$ cat src/rtl/uart_pkg.sv
// UART register bank shared definitions: register word indices, interrupt
// bit positions, CTRL field layout.
package uart_pkg;

  // Register word indices
  localparam logic [3:0] DATA_REG     = 4'd0;
  localparam logic [3:0] STATUS_REG   = 4'd1;
  localparam logic [3:0] CTRL_REG     = 4'd2;
  localparam logic [3:0] BAUD_REG     = 4'd3;
  localparam logic [3:0] INT_EN_REG   = 4'd4;
  localparam logic [3:0] INT_STAT_REG = 4'd5;
  localparam logic [3:0] WMARK_REG    = 4'd6;
  localparam logic [3:0] LEVEL_REG    = 4'd7;
  localparam logic [3:0] TIMEOUT_REG  = 4'd8;

  // INT_STAT / INT_EN bit positions
  typedef enum logic [2:0] {
    INT_RX_WM    = 3'd0,
    INT_TX_WM    = 3'd1,
    INT_PAR_ERR  = 3'd2,
    INT_STOP_ERR = 3'd3,
    INT_RX_OVR   = 3'd4,
    INT_TX_OVF   = 3'd5,
    INT_RX_UDF   = 3'd6,
    INT_RX_TMO   = 3'd7
  } int_bit_e;

  // Bits 2..7 are the sticky (W1C) part of INT_STAT
  localparam int STICKY_LO = 2;
  localparam int STICKY_W  = 6;

  // CTRL field positions
  localparam int CTRL_UART_EN = 0;
  localparam int CTRL_STOP    = 1;
  localparam int CTRL_PARITY  = 2;
  localparam int CTRL_PAR_EN  = 3;
  localparam int CTRL_TX_EN   = 4;
  localparam int CTRL_RX_EN   = 5;

  typedef struct packed {
    logic rx_en;
    logic tx_en;
    logic parity_enable;
    logic parity;
    logic stop_bit;
    logic uart_en;
  } ctrl_t;

endpackage

$ cat src/rtl/uart_sticky_flags.sv
// Vector of sticky flags: set pulses latch a bit, write-1-to-clear drops it;
// a set in the same cycle as a clear wins. Also exposes the next-state so
// consumers can react in the same cycle the flag is being latched.
module uart_sticky_flags #(
  parameter int W = 6
) (
  input  logic         clock,
  input  logic         reset_n,
  input  logic [W-1:0] i_set,
  input  logic [W-1:0] i_clr,
  output logic [W-1:0] o_q,
  output logic [W-1:0] o_nxt
);

  logic [W-1:0] r_q;

  assign o_nxt = (r_q & ~i_clr) | i_set;
  assign o_q   = r_q;

  // Flag register
  always_ff @(posedge clock or negedge reset_n) begin
    if (!reset_n) r_q <= '0;
    else          r_q <= o_nxt;
  end

endmodule

$ cat src/rtl/uart_csr_bank.sv
// UART register bank between the load/store path and the UART core.
// Optional receive idle-timeout register/counter: define UART_RX_TIMEOUT_EN.
module uart_csr_bank
  import uart_pkg::*;
#(
  parameter int              DATA_BITS  = 8,
  parameter int              BAUD_W     = 16,
  parameter int              FIFO_DEPTH = 16,
  parameter int              LEVEL_W    = $clog2(FIFO_DEPTH) + 1,
  parameter logic [BAUD_W-1:0] BAUD_RESET = '0
) (
  input  logic                 clock,
  input  logic                 reset_n,
  input  logic                 bus_sel,
  input  logic                 bus_wr,
  input  logic                 bus_rd,
  input  logic [3:0]           bus_addr,
  input  logic [31:0]          bus_wdata,
  output logic [31:0]          bus_rdata,
  output logic                 irq,
  input  logic                 tx_fifo_full,
  input  logic                 rx_fifo_full,
  input  logic                 rx_fifo_empty,
  input  logic                 busy,
  input  logic [LEVEL_W-1:0]   tx_level,
  input  logic [LEVEL_W-1:0]   rx_level,
  input  logic [DATA_BITS-1:0] rx_data,
  input  logic                 rx_push,
  input  logic                 parity_err_p,
  input  logic                 stop_err_p,
  output logic                 tx_fifo_wr_en,
  output logic [DATA_BITS-1:0] tx_fifo_data,
  output logic                 rx_fifo_rd_en,
  output logic                 uart_en,
  output logic                 stop_bit,
  output logic                 parity,
  output logic                 parity_enable,
  output logic                 tx_en,
  output logic                 rx_en,
  output logic [BAUD_W-1:0]    baud_rate
);

  logic w_wr, w_rd, w_data_wr, w_data_rd, w_push, w_pop;
  logic w_rx_wm_hit, w_tx_wm_hit, w_tmo_set;
  logic [7:0]          w_ev;
  logic [STICKY_W-1:0] w_clr, w_sticky, w_sticky_nxt;
  logic [7:0]          w_stat, w_stat_nxt;
  logic [31:0]         w_timeout_rd;
  logic                w_unused;

  ctrl_t                r_ctrl;
  logic [BAUD_W-1:0]    r_baud;
  logic [7:0]           r_int_en, r_rx_wm, r_tx_wm;
  logic                 r_tx_wr_en;
  logic [DATA_BITS-1:0] r_tx_data;
  logic                 r_irq;

  assign w_wr      = bus_sel & bus_wr;
  assign w_rd      = bus_sel & bus_rd;
  assign w_data_wr = w_wr && (bus_addr == DATA_REG);
  assign w_data_rd = w_rd && (bus_addr == DATA_REG);
  assign w_push    = w_data_wr & ~tx_fifo_full;
  // Pop is combinational with the read; reset kills it immediately
  assign w_pop     = w_data_rd & ~rx_fifo_empty & reset_n;

  // Upper write-data bits and the level-only event slots have no storage
  assign w_unused = ^{bus_wdata, w_ev[1:0]};

  // TX push strobe: one cycle after the accepted DATA write
  always_ff @(posedge clock or negedge reset_n) begin
    if (!reset_n) begin
      r_tx_wr_en <= 1'b0;
      r_tx_data  <= '0;
    end else begin
      r_tx_wr_en <= w_push;
      if (w_push) r_tx_data <= bus_wdata[DATA_BITS-1:0];
    end
  end

  // Configuration registers; frame format and divisor are frozen while the
  // core is shifting so a character is never sent with mixed settings
  always_ff @(posedge clock or negedge reset_n) begin
    if (!reset_n) begin
      r_ctrl   <= '0;
      r_baud   <= BAUD_RESET;
      r_int_en <= '0;
      r_rx_wm  <= 8'd1;
      r_tx_wm  <= 8'd0;
    end else begin
      if (w_wr && bus_addr == CTRL_REG) begin
        r_ctrl.uart_en <= bus_wdata[CTRL_UART_EN];
        r_ctrl.tx_en   <= bus_wdata[CTRL_TX_EN];
        r_ctrl.rx_en   <= bus_wdata[CTRL_RX_EN];
        if (!busy) begin
          r_ctrl.stop_bit      <= bus_wdata[CTRL_STOP];
          r_ctrl.parity        <= bus_wdata[CTRL_PARITY];
          r_ctrl.parity_enable <= bus_wdata[CTRL_PAR_EN];
        end
      end
      if (w_wr && bus_addr == BAUD_REG && !(busy || r_ctrl.uart_en))
        r_baud <= bus_wdata[BAUD_W-1:0];
      if (w_wr && bus_addr == INT_EN_REG)
        r_int_en <= bus_wdata[7:0];
      if (w_wr && bus_addr == WMARK_REG) begin
        r_rx_wm <= bus_wdata[7:0];
        r_tx_wm <= bus_wdata[15:8];
      end
    end
  end

`ifdef UART_RX_TIMEOUT_EN
  logic [15:0] r_timeout, r_idle;
  logic        w_tmo_hit;

  assign w_tmo_hit    = (r_timeout != '0) && (r_idle == r_timeout);
  assign w_tmo_set    = w_tmo_hit;
  assign w_timeout_rd = {16'b0, r_timeout};

  // Timeout threshold register
  always_ff @(posedge clock or negedge reset_n) begin
    if (!reset_n)                               r_timeout <= '0;
    else if (w_wr && bus_addr == TIMEOUT_REG)   r_timeout <= bus_wdata[15:0];
  end

  // Idle counter: restarts on any rx activity or empty FIFO, parks at threshold
  always_ff @(posedge clock or negedge reset_n) begin
    if (!reset_n)                                   r_idle <= '0;
    else if (rx_push || w_pop || rx_fifo_empty)     r_idle <= '0;
    else if (!w_tmo_hit && r_ctrl.uart_en && r_ctrl.rx_en) r_idle <= r_idle + 16'd1;
  end
`else
  assign w_tmo_set    = 1'b0;
  assign w_timeout_rd = '0;
`endif

  // Interrupt event sources by INT_STAT position
  always_comb begin
    w_ev               = '0;
    w_ev[INT_PAR_ERR]  = parity_err_p;
    w_ev[INT_STOP_ERR] = stop_err_p;
    w_ev[INT_RX_OVR]   = rx_push & rx_fifo_full;
    w_ev[INT_TX_OVF]   = w_data_wr & tx_fifo_full;
    w_ev[INT_RX_UDF]   = w_data_rd & rx_fifo_empty;
    w_ev[INT_RX_TMO]   = w_tmo_set;
  end

  assign w_clr = (w_wr && bus_addr == INT_STAT_REG) ? bus_wdata[7:STICKY_LO] : '0;

  uart_sticky_flags #(.W(STICKY_W)) u_sticky (
    .clock   (clock),
    .reset_n (reset_n),
    .i_set   (w_ev[7:STICKY_LO]),
    .i_clr   (w_clr),
    .o_q     (w_sticky),
    .o_nxt   (w_sticky_nxt)
  );

  assign w_rx_wm_hit = rx_level >= r_rx_wm[LEVEL_W-1:0];
  assign w_tx_wm_hit = tx_level <= r_tx_wm[LEVEL_W-1:0];
  assign w_stat      = {w_sticky,     w_tx_wm_hit, w_rx_wm_hit};
  assign w_stat_nxt  = {w_sticky_nxt, w_tx_wm_hit, w_rx_wm_hit};

  // irq follows the flag next-state so it rises the cycle after the event
  always_ff @(posedge clock or negedge reset_n) begin
    if (!reset_n) r_irq <= 1'b0;
    else          r_irq <= r_ctrl.uart_en & |(w_stat_nxt & r_int_en);
  end

  // Read mux, combinational from the address
  always_comb begin
    bus_rdata = '0;
    case (bus_addr)
      DATA_REG:     bus_rdata = rx_fifo_empty ? 32'd0 : 32'(rx_data);
      STATUS_REG:   bus_rdata = {24'b0, r_tx_wr_en, w_pop, rx_fifo_full, tx_fifo_full,
                                 rx_fifo_empty, w_sticky[0], w_sticky[1], busy};
      CTRL_REG:     bus_rdata = {26'b0, r_ctrl};
      BAUD_REG:     bus_rdata = 32'(r_baud);
      INT_EN_REG:   bus_rdata = {24'b0, r_int_en};
      INT_STAT_REG: bus_rdata = {24'b0, w_stat};
      WMARK_REG:    bus_rdata = {16'b0, r_tx_wm, r_rx_wm};
      LEVEL_REG:    bus_rdata = (32'(rx_level) << 16) | 32'(tx_level);
      TIMEOUT_REG:  bus_rdata = w_timeout_rd;
      default:      bus_rdata = '0;
    endcase
  end

  assign rx_fifo_rd_en = w_pop;
  assign tx_fifo_wr_en = r_tx_wr_en;
  assign tx_fifo_data  = r_tx_data;
  assign irq           = r_irq;
  assign uart_en       = r_ctrl.uart_en;
  assign stop_bit      = r_ctrl.stop_bit;
  assign parity        = r_ctrl.parity;
  assign parity_enable = r_ctrl.parity_enable;
  assign tx_en         = r_ctrl.tx_en;
  assign rx_en         = r_ctrl.rx_en;
  assign baud_rate     = r_baud;

endmodule

$ cat config.mk
export PLATFORM = sky130hd
export DESIGN_NAME = uart_csr_bank
export DESIGN_NICKNAME = d
export VERILOG_FILES = /design/src/rtl/uart_pkg.sv /design/src/rtl/uart_sticky_flags.sv /design/src/rtl/uart_csr_bank.sv
export SDC_FILE = /design/constraint.sdc
export NUM_CORES = 1
export LEC_CHECK = 0
export CAP_MARGIN = 10
export CORE_MARGIN = 2
export CORE_UTILIZATION = 40
export CTS_BUF_LIST = sky130_fd_sc_hd__clkbuf_8
export DETAILED_ROUTE_END_ITERATION = 6
export GPL_TIMING_DRIVEN = 1
export MAX_ROUTING_LAYER = met4
export PLACE_DENSITY = 0.74
export SLEW_MARGIN = 20
export SYNTH_ARGS = -nofsm -noshare
export SYNTH_HDL_FRONTEND = slang
export SYNTH_SLANG_ARGS = --single-unit
$ cat constraint.sdc
create_clock -name clock -period 3.3 [get_ports clock]
set_input_delay 0.66 -clock clock [delete_from_list [all_inputs] [get_ports clock]]
set_output_delay 0.66 -clock clock [all_outputs]
set_load 0.02 [all_outputs]
Yosys cells after proc, flatten, opt, wreduce, memory -nomap -nowiden
Cells that the tools add are included.
Word-level totals
  register bits after elaboration: 62
  output and inout bits: 65
Operators by class
  order comparisons: 2
  eq/ne operators: 7
  multiplexer cells: 3
  bitwise logic cells: 17
  reductions and logical operators: 13
Operator list (count)
  $pmux 21 s8: 1
  $or 21x5->21: 1
  $eq 4x3->1 const B: 4
  $and 1x1->1: 9
  $and 8x8->8: 1
  $eq 4x2->1 const B: 2
  $logic_and 1x1->1: 8
  $mux 8: 1
  $reduce_or 8->1: 1
  $and 6x6->6: 1
  $mux 6: 1
  $not 6->6: 1
  $or 6x5->6: 1
  $ge 5x5->1: 1
  $le 5x5->1: 1
  $eq 4x1->1 const B: 1
  $logic_not 4->1: 1
  $not 1->1: 3
  $reduce_and 2->1: 1
  $logic_not 1->1: 1
  $logic_or 1x1->1: 1

Longest topological paths before layout
  depth after elaboration: 9
  depth in mapped cells: 8
  depth with buffers taken out: 7

Cells and area by module
Synthesis repeated with hierarchy kept, for this count alone.
Second synthesis, totals
  cell total of the unflattened synthesis: 290
  area total of the unflattened synthesis: 3435.8 um^2
By module, submodules not included
  uart_csr_bank: times used 1, cells each 272, area each 3218.1 um^2, sequential area each 1402.6 um^2
  uart_sticky_flags: times used 1, cells each 18, area each 217.7 um^2, sequential area each 150.1 um^2

Least setup slack after synthesis
No wires, ideal clock.
  kind: input -> output
  from: input port bus_addr[2]
  to: output port bus_rdata[2]
  data arrival time: 2060 ps
  required time: 2640 ps
  path slack: 580 ps
  stages: 6
  path buffers: 2
  cells stage by stage: clkbuf_2 -> or4_1 -> buf_2 -> nor2_2 -> a21oi_1 -> a31oi_1
On the way
  word-level cells in the longest chain between the ends: 2
  elaborated cells on any way between the ends: 9
  those cells by class: eq/ne: 7; mux: 1; reduce/logical: 1
RTL lines
  from (decl): RTL line uart_csr_bank.sv:17  | input logic [3:0] bus_addr,
  $eq 4x3->1 (tied with other cells): RTL line uart_csr_bank.sv:172  | case (bus_addr)
  $pmux 21 s8 *: RTL line uart_csr_bank.sv:172
  to (decl): RTL line uart_csr_bank.sv:19  | output logic [31:0] bus_rdata,
Every way passes the cells marked *; elsewhere a longest branch is shown, timed or not.

Worst setup path in the final report
  from: input port bus_addr[0]
  to: output port rx_fifo_rd_en
On the way
  word-level cells in the longest chain between the ends: 4
RTL lines
  $logic_not 4->1: RTL line uart_csr_bank.sv:61  | assign w_data_rd = w_rd && (bus_addr == DATA_REG);
  $logic_and 1x1->1: RTL line uart_csr_bank.sv:61
  $and 1x1->1 (2 in series): RTL line uart_csr_bank.sv:64  | assign w_pop = w_data_rd & ~rx_fifo_empty & reset_n;
  to (decl): RTL line uart_csr_bank.sv:33  | output logic rx_fifo_rd_en,
Every way passes these cells.

==> results.toml <==
[grt]
grt_usage_pct = 24.3
grt.overflow.total = 0
grt_max_degree = 63
antenna_found_initial = 0
grt_pass1_wl_um = 15900
grt_pass1_vias = 3107

[cts]
postCtsSetupRepairBufs = 0
cts_buffers = 9
path_clk_slew_ps = 70
htree_levels = 3
cts_tree = "built"
clock_sinks = 62
cts_root_buffer = "clkbuf_8"
cts_hold_buf = 0
clk_latency_ps = 340
cts_max_path_buffers = 2

[worst_setup_path]
crit_chain = "clkdlybuf4s50_1 -> or4_1 -> nor2_2 -> buf_4 -> and4_1 -> clkdlybuf4s15_1"
rr_worst_depth = 9
crit_fanout = 6
critPathRequiredTime_ps = 2640
max_stage_delay_ps = 590
worstPathArrival_ps = 2580
setup.worst_path.class = "in2out"
endpoint_kind = "output pin"
start_kind = "input pin"
slowest_stage = "or4_1"

[logic_synthesis]
synth_seq_cells = 62
synthXorXnorAreaFrac_pct = 0
ys_seq_area_share_pct = 46.8
synth_top_family_by_area = "multiplexers"
synth_top_cell_by_area = "dfrtp_1"
yosys_warnings = 0
netlist_instances = 305
yosys.cell_count.top_type = "dfrtp_1"
netlist.area_leader.share_pct = 46.0
ys_types = 49
synth_ff_type = "dfrtp_1"
synth_compound_area_share_pct = 15.7
synth-edff-count = 0
synthAdderAreaFrac_pct = 3.77
postSynthAreaPerCell_um2 = 10.9
syn_area_um2 = 3320
synthTopCellsByCount = "dfrtp_1, mux2_2, nand2_1, inv_1, o21ai_0"
async_reset_ff_share_pct = 100
synth_area_leaders = "dfrtp_1, mux2_2, ha_1, nand2_1, a22o_1"
synthMuxAreaShare_pct = 16.2
yosys.area_share.simple_pct = 11.7

[timing]
hold_violations = 0
finalSetupTns_ps = 0
final.period_utilization_pct = 98.1
final-max-slew-violation-count = 0
timing.final.crit_period_ps = 3240
fmax_ghz = 0.309
worst_pin_slew_ps = 795
rsz0062_at_grt = "no"
skew_ps = 3.28
slew_headroom_pct = 47.0
setup_viol = 0
whs_ps = 508

[run_status]
outcome = "complete, no violations"

[floorplan]
die_x_um = 95.1
die_area_um2 = 9050
ios = 131
start_util_pct = 40.8
core_area_um2 = 8130
rows = 33
die_h_um = 95.1

[layout]
area_growth_pct = 48.0
diodes = 0
n_fill_cell = 736
final_layout_size_suffix_gt1_share_pct = 26.3
finalNonFillerCells = 557
nNetsFinal = 524

[flow_run]
maxCapViolCount = 0

[pwr]
ir_worst_vdd_v = 0.000271
power_density_nw_per_um2 = 468
leakage_nw = 2.32

[min_path]
hold_depth = 1
hold_class = "reg2reg"

[place]
dp.cells = 542
dp_hpwl_um = 7700
port-buffer-count = 103
gp_congestion = 0.930

[detailed_routing]
drc = 0
first_pass_iters = 5
antenna_left = 0
vias = 3033
avgViaCountPerCell = 5.45
drt_wl_total_um = 10100
drt_iter0_drc = 226
wl_per_cell_um = 18.1
==> cells by family after synthesis <==
family	count (synthesis)
mux	48
simple gates	73
flops	62
fa+ha+maj	10
other cells	1
compound gates	73
buf+inv	38
==> per-layer routing <==
metal  GRT usage [%]  up-vias  share of wire [%]  wire length (um)
met1            31.7     1471                 44              4400
met3            4.90       18                7.0               702
met4            8.70        0                1.8               178
li1                -     1390                  -                 -
met5               -        -                  0                 0
met2            37.6      154                 48              4810
==> power breakdown <==
part,leakage [nW],internal [W],switching [W]
Combinational,1.44,0.000340,0.000312
Sequential,0.783,0.000883,0.0000940
Clock,0.0948,0.000366,0.000306
==> layout make-up <==
| type | instances | area (um2) | area share [%] |
|---|---|---|---|
| Multi-Input combinational cell | 215 | 1640 | 33.3 |
| Clock inverter | 5 | 58.8 | 1.20 |
| Tap cell | 105 | 131 | 2.67 |
| Timing Repair Buffer | 145 | 1340 | 27.3 |
| Clock buffer | 10 | 138 | 2.80 |
| Sequential cell | 62 | 1550 | 31.6 |
| Inverter | 15 | 56.3 | 1.15 |
==> critical path, delay by kind of cell <==
family        cells  cell delay [ps]
buf+inv           3              900
simple gates      3             1000
==> cell usage in the layout, fill, tap and decap left out, types with 2 or more instances in the layout <==
| cell type | count |
|---|---|
| dlymetal6s2s_1 | 4 |
| o21bai_1 | 3 |
| mux2_2 | 47 |
| a31oi_1 | 2 |
| ha_1 | 10 |
| nand3_1 | 9 |
| nor3_1 | 3 |
| nor2_1 | 8 |
| and3_1 | 2 |
| a32oi_1 | 4 |
| clkinvlp_4 | 2 |
| and4_1 | 2 |
| dlygate4sd2_1 | 12 |
| dfrtp_1 | 61 |
| clkdlybuf4s15_1 | 3 |
| nor3_2 | 2 |
| a22o_1 | 10 |
| a21boi_0 | 3 |
| a22oi_1 | 10 |
| clkbuf_8 | 10 |
| a21oi_1 | 10 |
| nand2_1 | 26 |
| o211ai_1 | 2 |
| o21ai_0 | 15 |
| and2_1 | 7 |
| nor2b_1 | 3 |
| nand2b_1 | 3 |
| conb_1 | 11 |
| a222oi_1 | 5 |
| buf_4 | 42 |
| inv_1 | 15 |
| clkdlybuf4s50_1 | 81 |
==> state kept, by name, summed over array words and instances, names as in the netlist <==
signal         flops
rx_en              1
uart_en            1
r_int_en           8
stop_bit           1
tx_fifo_data       8
tx_fifo_wr_en      1
u_sticky.o_q       6
parity             1
irq                1
tx_en              1
baud_rate         16
r_rx_wm            8
parity_enable      1
r_tx_wm            8
==> metrics by stage <==
| step | cell area, um2 | power [W] | worst slack (ps) | utilization [%] |
|---|---|---|---|---|
| after floorplan | 3360 | 0.00129 | 580 | - |
| after global placement | 4710 | 0.00162 | -294 | 57.9 |
| after detailed placement | 4710 | 0.00164 | -359 | 57.9 |
| after CTS | 4900 | 0.00231 | 12.3 | 60.2 |
| after global routing | 4920 | 0.00243 | 2.40 | 60.4 |
| final | 4920 | 0.00230 | 64.0 | 60.4 |
==> final timing paths <==
| path | startpoint | to | slack (ps) |
|---|---|---|---|
| setup / recovery | bus_addr[0] | rx_fifo_rd_en | 60 |
| hold / removal | r_tx_wm[6] | r_tx_wm[6] | 510 |
| setup reg to reg | r_tx_wm[3] | irq | 1010 |
| hold reg to reg | r_tx_wm[6] | r_tx_wm[6] | 510 |
| max in group asynchronous | reset_n | u_sticky.o_q[1] | 2200 |
| min in group asynchronous | reset_n | r_rx_wm[2] | 570 |
==> repair_timing <==
action / in CTS / in global routing
hold endpoints to repair: 0 / 0
gates resized for setup: 22 / 14
endpoints found under the setup margin: 17 / 9
Power figures use the tool's default switching activity.
